## config.mk

```make
export PLATFORM = sky130hd
export DESIGN_NAME = nibble_serial_addsub
export DESIGN_NICKNAME = d
export VERILOG_FILES = /design/src/rtl/nibble_serial_addsub.sv
export SDC_FILE = /design/constraint.sdc
export NUM_CORES = 1
export LEC_CHECK = 0
export CORE_MARGIN = 5
export CORE_UTILIZATION = 48
export CTS_CLUSTER_SIZE = 10
export DETAILED_ROUTE_END_ITERATION = 7
export PLACE_DENSITY_LB_ADDON = 0.08
export SLEW_MARGIN = 10
export SYNTH_ARGS = -nofsm -noshare
export SYNTH_HDL_FRONTEND = slang
export SYNTH_SLANG_ARGS = --single-unit
export TNS_END_PERCENT = 100
```

## constraint.sdc

```tcl
create_clock -name iClk -period 5.4 [get_ports iClk]
set_clock_uncertainty 0.15 [all_clocks]
set_input_delay 1.08 -clock iClk [delete_from_list [all_inputs] [get_ports iClk]]
set_output_delay 1.08 -clock iClk [all_outputs]
set_load 0.03 [all_outputs]
```

## src/rtl/nibble_serial_addsub.sv

```systemverilog
`default_nettype none
// ============================================================================
// Module   : nibble_serial_addsub
// Purpose  : Wide add/subtract built from one 4-bit adder slice, one nibble/clk.
// Revision : 1.0
// ============================================================================
module nibble_serial_addsub #(
    parameter int NIBBLES = 4
) (
    input  logic                   iClk,
    input  logic                   iRst_n,
    input  logic                   iStart,
    input  logic                   iSub,
    input  logic [4*NIBBLES-1:0]   iA,
    input  logic [4*NIBBLES-1:0]   iB,
    output logic                   oBusy,
    output logic                   oDone,
    output logic [4*NIBBLES-1:0]   oResult,
    output logic                   oCarry,
    output logic                   oOverflow
);

    localparam int c_W  = 4 * NIBBLES;
    localparam int c_KW = (NIBBLES > 1) ? $clog2(NIBBLES) : 1;
    localparam logic [c_KW-1:0] c_LAST = c_KW'(NIBBLES - 1);

    typedef enum logic [0:0] {
        IDLE = 1'b0,
        RUN  = 1'b1
    } state_t;

    state_t          r_state;
    logic [c_W-1:0]  r_opA;
    logic [c_W-1:0]  r_opB;
    logic [c_W-1:0]  r_sum;
    logic            r_carry;
    logic [c_KW-1:0] r_nibCnt;

    logic [4:0]      w_nibSum;
    logic [3:0]      w_low3Sum;
    logic            w_carryIntoMsb;
    logic            w_lastNib;
    logic [c_W-1:0]  w_opANext;
    logic [c_W-1:0]  w_opBNext;
    logic [c_W-1:0]  w_sumNext;

    // The single shared slice; the 3-bit partial sum exposes the carry into bit 3.
    assign w_nibSum       = {1'b0, r_opA[3:0]} + {1'b0, r_opB[3:0]} + {4'b0, r_carry};
    assign w_low3Sum      = {1'b0, r_opA[2:0]} + {1'b0, r_opB[2:0]} + {3'b0, r_carry};
    assign w_carryIntoMsb = w_low3Sum[3];
    assign w_lastNib      = (r_nibCnt == c_LAST);

    generate
        if (NIBBLES == 1) begin : g_singleNibble
            assign w_opANext = '0;
            assign w_opBNext = '0;
            assign w_sumNext = w_nibSum[3:0];
        end else begin : g_multiNibble
            assign w_opANext = {4'b0, r_opA[c_W-1:4]};
            assign w_opBNext = {4'b0, r_opB[c_W-1:4]};
            assign w_sumNext = {w_nibSum[3:0], r_sum[c_W-1:4]};
        end
    endgenerate

    always_ff @(posedge iClk or negedge iRst_n) begin
        if (!iRst_n) begin
            r_state   <= IDLE;
            r_opA     <= '0;
            r_opB     <= '0;
            r_sum     <= '0;
            r_carry   <= 1'b0;
            r_nibCnt  <= '0;
            oBusy     <= 1'b0;
            oDone     <= 1'b0;
            oResult   <= '0;
            oCarry    <= 1'b0;
            oOverflow <= 1'b0;
        end else begin
            oDone <= 1'b0;
            case (r_state)
                IDLE: begin
                    if (iStart) begin
                        // Subtraction is A + ~B + 1, the +1 entering as the initial carry.
                        r_opA    <= iA;
                        r_opB    <= iSub ? ~iB : iB;
                        r_carry  <= iSub;
                        r_nibCnt <= '0;
                        oBusy    <= 1'b1;
                        r_state  <= RUN;
                    end
                end
                RUN: begin
                    r_opA    <= w_opANext;
                    r_opB    <= w_opBNext;
                    r_sum    <= w_sumNext;
                    r_carry  <= w_nibSum[4];
                    r_nibCnt <= r_nibCnt + 1'b1;
                    if (w_lastNib) begin
                        oResult   <= w_sumNext;
                        oCarry    <= w_nibSum[4];
                        oOverflow <= w_carryIntoMsb ^ w_nibSum[4];
                        oDone     <= 1'b1;
                        oBusy     <= 1'b0;
                        r_state   <= IDLE;
                    end
                end
                default: begin
                    oBusy   <= 1'b0;
                    r_state <= IDLE;
                end
            endcase
        end
    end

endmodule
`default_nettype wire

```

# Word level (Yosys, flattened, before mapping)
# Index checks and enable logic that the tools add are counted.
[op_classes] muxes=17 n_addsub=5 n_mul=0 n_shift=0 div_mod_pow=0 bitwise=3 n_lt_le_gt_ge=0 reduce_logical=2 n_eq_ne=3
[ops] operator="$pmux 16 s2" n=2
[ops] operator="$mux 16" n=3
[ops] operator="$not 16->16" n=1
[ops] operator="$mux 1" n=7
[ops] operator="$pmux 1 s2" n=3
[ops] operator="$add 4x4->5" n=1
[ops] operator="$add 5x1->5" n=1
[ops] operator="$add 3x3->4" n=1
[ops] operator="$add 4x1->4" n=1
[ops] operator="$pmux 2 s2" n=1
[ops] operator="$reduce_and 2->1" n=2
[ops] operator="$add 2x1->2 const B" n=1
[ops] operator="$eq 2x2->1 const B" n=1
[ops] operator="$mux 2" n=1
[ops] operator="$ne 2x1->1 const B" n=1
[ops] operator="$ne 2x2->1 const B" n=1
[ops] operator="$not 1->1" n=1
[ops] operator="$xor 1x1->1" n=1
[word_totals] n_memories=0 input_bits=36 ram_bits=0 output_inout_bits=20 romBits=0 latch_bits=0 reg_bits=72 elab_cells=41

# Longest topological paths before layout
[depth] word_depth=4 depth_mapped=8 depth_no_buf=8

# Worst setup path before layout
# Ideal clock, no wire load.
[synth_timing] kind="in2reg" from="input iSub" to="register r_opB[11]" arrival_ns=1.660 setup_ns=0.129 setup_slack_ns=3.461 required_ns=5.121 n_path_buf=2 stages=6 cell_sequence="buf_6 buf_12 xnor2_1 nand2_1 o21ai_0 o21ai_1"
[synth_via] elab_chain_cells=3
[synth_lines] element="from (decl)" line_no="13" rtl="input logic iSub,"
[synth_lines] element="$mux 16" line_no="85" rtl="r_opB <= iSub ? ~iB : iB;"
[synth_lines] element="$mux 16" line_no="82" rtl="if (iStart) begin"
[synth_lines] element="$pmux 16 s2" line_no="80" rtl="case (r_state)"
[synth_lines] element="to (signal assigned)" line_no="85"
[synth_lines] element="to (signal assigned)" line_no="94" rtl="r_opB <= w_opBNext;"
[synth_lines] element="to (decl)" line_no="34" rtl="logic [c_W-1:0] r_opB;"
# No other way between the ends. The select of a mux whose other input is x is not followed.
# A chain may end at the register's enable or synchronous reset.

# Worst setup path after layout
[layout_timing] from="input iSub" to="register r_opB[3]"
# Same word-level chain as after synthesis.

==> summary.md <==
| Metric | Value |
|---|---|
| Reg2Reg Depth | 8 |
| CTS resizes | 0 |
| Fin. max-slew vios | 0 |
| Post-DP HPWL | around 3.6 mm |
| Die Width | 90.0 um |
| Post-CTS Setup Bufs | 0 |
| Min Tclk post-route | ~2.6 ns |
| Tightest Pin Transition | between 1 and 1.5 ns |
| CP peak stage delay | roughly 0.91 ns |
| Share of cells above drive strength 1 | between 10% and 20% |
| Worst Path Required | 5.44 ns |
| Outcome | completed |
| CP most frequent cell | o21ai_1 |
| Worst-Skew Late Latency | between 0.3 and 0.4 ns |
| Antenna violations before repair | 0 |
| Setup violators final | 0 |
| Die Y-Extent | between 90 and 100 um |
| Seq cells post-synth | 68 |
| Pin count of the biggest net entering global routing | 76 |
| Yosys Warn Count | 0 |
| Post-synth cell types | 27 |
| Synth Instances | between 200 and 300 |
| CTS tree | built |
| Grt total ovfl | 0 |
| Fmax | between 0.3 and 0.4 GHz |
| Aggregate routed wire length | between 5 and 6 mm |
| Vias | just under 2000 |
| Hold Path Cell Cnt | 2 |
| Via density | 4.88 |
| Critical path class | primary input to flip-flop |
| Nets | roughly 360 |
| Startpoint Class | primary input |
| Final period utilization | 48.9% |
| Seq/Total Area, Yosys | a little under three fifths |
| Combinational cell fraction of total power | between 40% and 50% |
| N_diodes | 0 |
| FP Rows | 29 |
| Worst Hold Launch | oResult[8]$_DFFE_PN0P_ |
| Setup_tns | 0 ns |
| Mapped cell area | just over 3000 um2 |
| Sequential share of power | 41.2% |
| Buf/Inv on CP | 1 |
| Max IR drop VDD | about 0.37 mV |
| Crit end category | flip-flop |
| Clk slew on worst S/H paths | roughly 0.070 ns |
| Sw frac | 36.4% |
| Final Hold Viols | 0 |
| Data arrival time of the worst path | between 2 and 3 ns |
| # IOs | 56 |
| IO buf count | 55 |
| P_int | about 0.0013 W |
| DIE AREA | 8110 um2 |
| P&R area growth vs syn | 22.8% |
| Final GP Congestion | between 0.7 and 0.8 |
| Unrepaired setup endpoints after global routing | no |
| R2R Setup Slk | 3.31 ns |
| Synth Net Count | around 310 |
| Crit path cell chain | clkdlybuf4s50_1 -> xnor2_1 -> nand2_1 -> o21ai_1 -> o21ai_1 |
| Wirelength per Cell | between 10 and 15 um |
| Vias in the first global route | a little over 2000 |
| P_leak | about 1.7 nW |
| Clock sink total | 68 |
| Syn_area_per_cell | around 11 um2 |
| R2r endpoint | oOverflow$_DFFE_PN0P_ |
| Pwr Total | between 0.002 and 0.0025 W |
| Pwr dens | 542 nW/um2 |
| Clock Root Buffer | clkbuf_8 |
| Worst rel slew slack | 29.3% |
| Core box area | 6280 um2 |
| Crit path max fanout | 17 |
| Drt initial violations | 55 |
| Hold Buf Count CTS | 0 |
| Hold Path Sink | oResult[8]$_DFFE_PN0P_ |
| Slowest cell on crit path | clkdlybuf4s50_1 |
| Core Util, Final | 60.2% |
| Initial Util | around half |
| RR Startpoint | r_opB[0]$_DFFE_PN0P_ |
| CTS H-tree depth | 3 |
| Num CTS Buffers | 9 |
| MaxCap Viol Count | 0 |
| # DRC | 0 |
| Clock share of power | a little under a fifth |
| ANT nets after route | 0 |
| Crit-path leading delay family | buffers and inverters |
| First-pass GRT wire length | around 9.3 mm |
| Clock Path Buffers | 2 |
| GRT Total Usage | ~14% |
| Net load switching power | ~0.00074 W |
| Worst Hold Class | flip-flop to flip-flop |
| Pre-antenna DRT Iters | 4 |
final cells by class:
type,count,area (um2)
Sequential cell,68,1700
Multi-Input combinational cell,177,1220
Fill cell,575,2500
Tap cell,77,96.3
Inverter,7,26.3
Clock inverter,3,21.3
Timing Repair Buffer,57,556
Clock buffer,13,159
routing by layer:
metal  share of wire, %  wire, um  up-vias  global-route usage, %
met5                  0         0        -                      0
met4                1.6        87        0                   6.70
met3                4.4       236        7                   3.51
met2                 47      2520       43                   23.1
met1                 47      2560      904                   17.4
li1                   -         -     1009                      -
worst max path at each step:
stage	startpoint	endpoint	slack [ns]	depth (start not counted)
final	iSub	r_opB[3]$_DFFE_PN0P_	2.76	5
after global placement	iSub	r_opB[6]$_DFFE_PN0P_	2.45	5
after floorplan	iSub	r_opB[11]$_DFFE_PN0P_	3.46	6
after CTS	iSub	r_opB[3]$_DFFE_PN0P_	2.73	5
after detailed placement	iSub	r_opB[6]$_DFFE_PN0P_	2.42	5
after global routing	iSub	r_opB[3]$_DFFE_PN0P_	2.57	5
synth_stat cells:
master | count | share of area (%)
o21ai_1 | 7 | 1.1
dfrtp_1 | 68 | 55
inv_1 | 7 | 0.85
a22o_1 | 1 | 0.28
buf_4 | 2 | 0.49
ha_1 | 4 | 1.6
xnor2_1 | 17 | 4.8
o21ai_2 | 1 | 0.28
nand2_2 | 1 | 0.20
a21oi_1 | 2 | 0.33
xor2_1 | 2 | 0.57
nand2_1 | 42 | 5.1
mux2i_1 | 18 | 5.9
o22ai_1 | 1 | 0.20
buf_2 | 8 | 1.3
nor2_1 | 13 | 1.6
buf_6 | 4 | 1.5
a21oi_2 | 2 | 0.57
nand2b_1 | 1 | 0.20
buf_12 | 1 | 0.65
fa_1 | 2 | 1.3
clkbuf_1 | 3 | 0.37
a21o_1 | 1 | 0.24
mux2_2 | 13 | 4.8
mux2_1 | 10 | 3.7
o21ai_0 | 34 | 5.5
a211oi_1 | 5 | 1.2
state kept, by name, indices dropped and copies added, names as in the netlist, 2 cells and up:
register	cells
r_sum	12
r_nibCnt	2
r_opB	16
oResult	16
r_opA	16
cells in the final DEF, fill, tap and decap left out, types with 2 or more instances in the layout:
cell             Yosys  layout
clkbuf_8             0      11
nand2_1             42      42
o21ai_1              7       7
fa_1                 2       2
clkdlybuf4s50_1      0      53
buf_4                2       2
mux2i_1             18      18
xnor2_1             17      17
clkbuf_1             3       2
ha_1                 4       4
dfrtp_1             68      67
a21oi_1              2       2
mux2_1              10      10
a21oi_2              2       2
xor2_1               2       2
inv_1                7       7
mux2_2              13      13
buf_2                8       2
nor2_1              13      13
a211oi_1             5       5
o21ai_0             34      34
logic make-up (layout without fill, tap and decap cells):
kind of cell    after synthesis  in the layout  share of synthesized area (%)
flops                        68             68                           55.3
simple gates                 57             57                           7.12
compound gates               54             54                           9.81
mux                          41             41                           14.3
buf+inv                      25             80                           5.13
xor+xnor                     19             19                           5.41
fa+ha+maj                     6              6                           2.93
power groups by stage:
stage | Sequential (W) | Combinational (W) | Clock, W
final | 0.000844 | 0.000827 | 0.000376
after global routing | 0.000875 | 0.000921 | 0.000405
after CTS | 0.000847 | 0.000844 | 0.000387
after detailed placement | 0.000856 | 0.000839 | 0
after global placement | 0.000849 | 0.000822 | 0
after floorplan | 0.000966 | 0.000457 | 0
worst reg2reg max path, stage by stage, from the launching register on:
cell	delay [ns]
dfrtp_1	0.38
inv_1	0.09
fa_1	0.22
inv_1	0.06
fa_1	0.39
a21o_1	0.20
a21oi_2	0.22
xor2_1	0.16
o21ai_0	0.08
stage by stage:
step                      hold WS [ns]  cells  instance area, um2  worst slack (ns)
after floorplan                  0.298    270                3080              3.46
after global placement           0.314    386                3600              2.45
after detailed placement         0.318    386                3600              2.42
after CTS                        0.338    402                3780              2.73
after global routing             0.359    402                3780              2.57
final                            0.333    402                3780              2.76
Power figures use the tool's default switching activity.
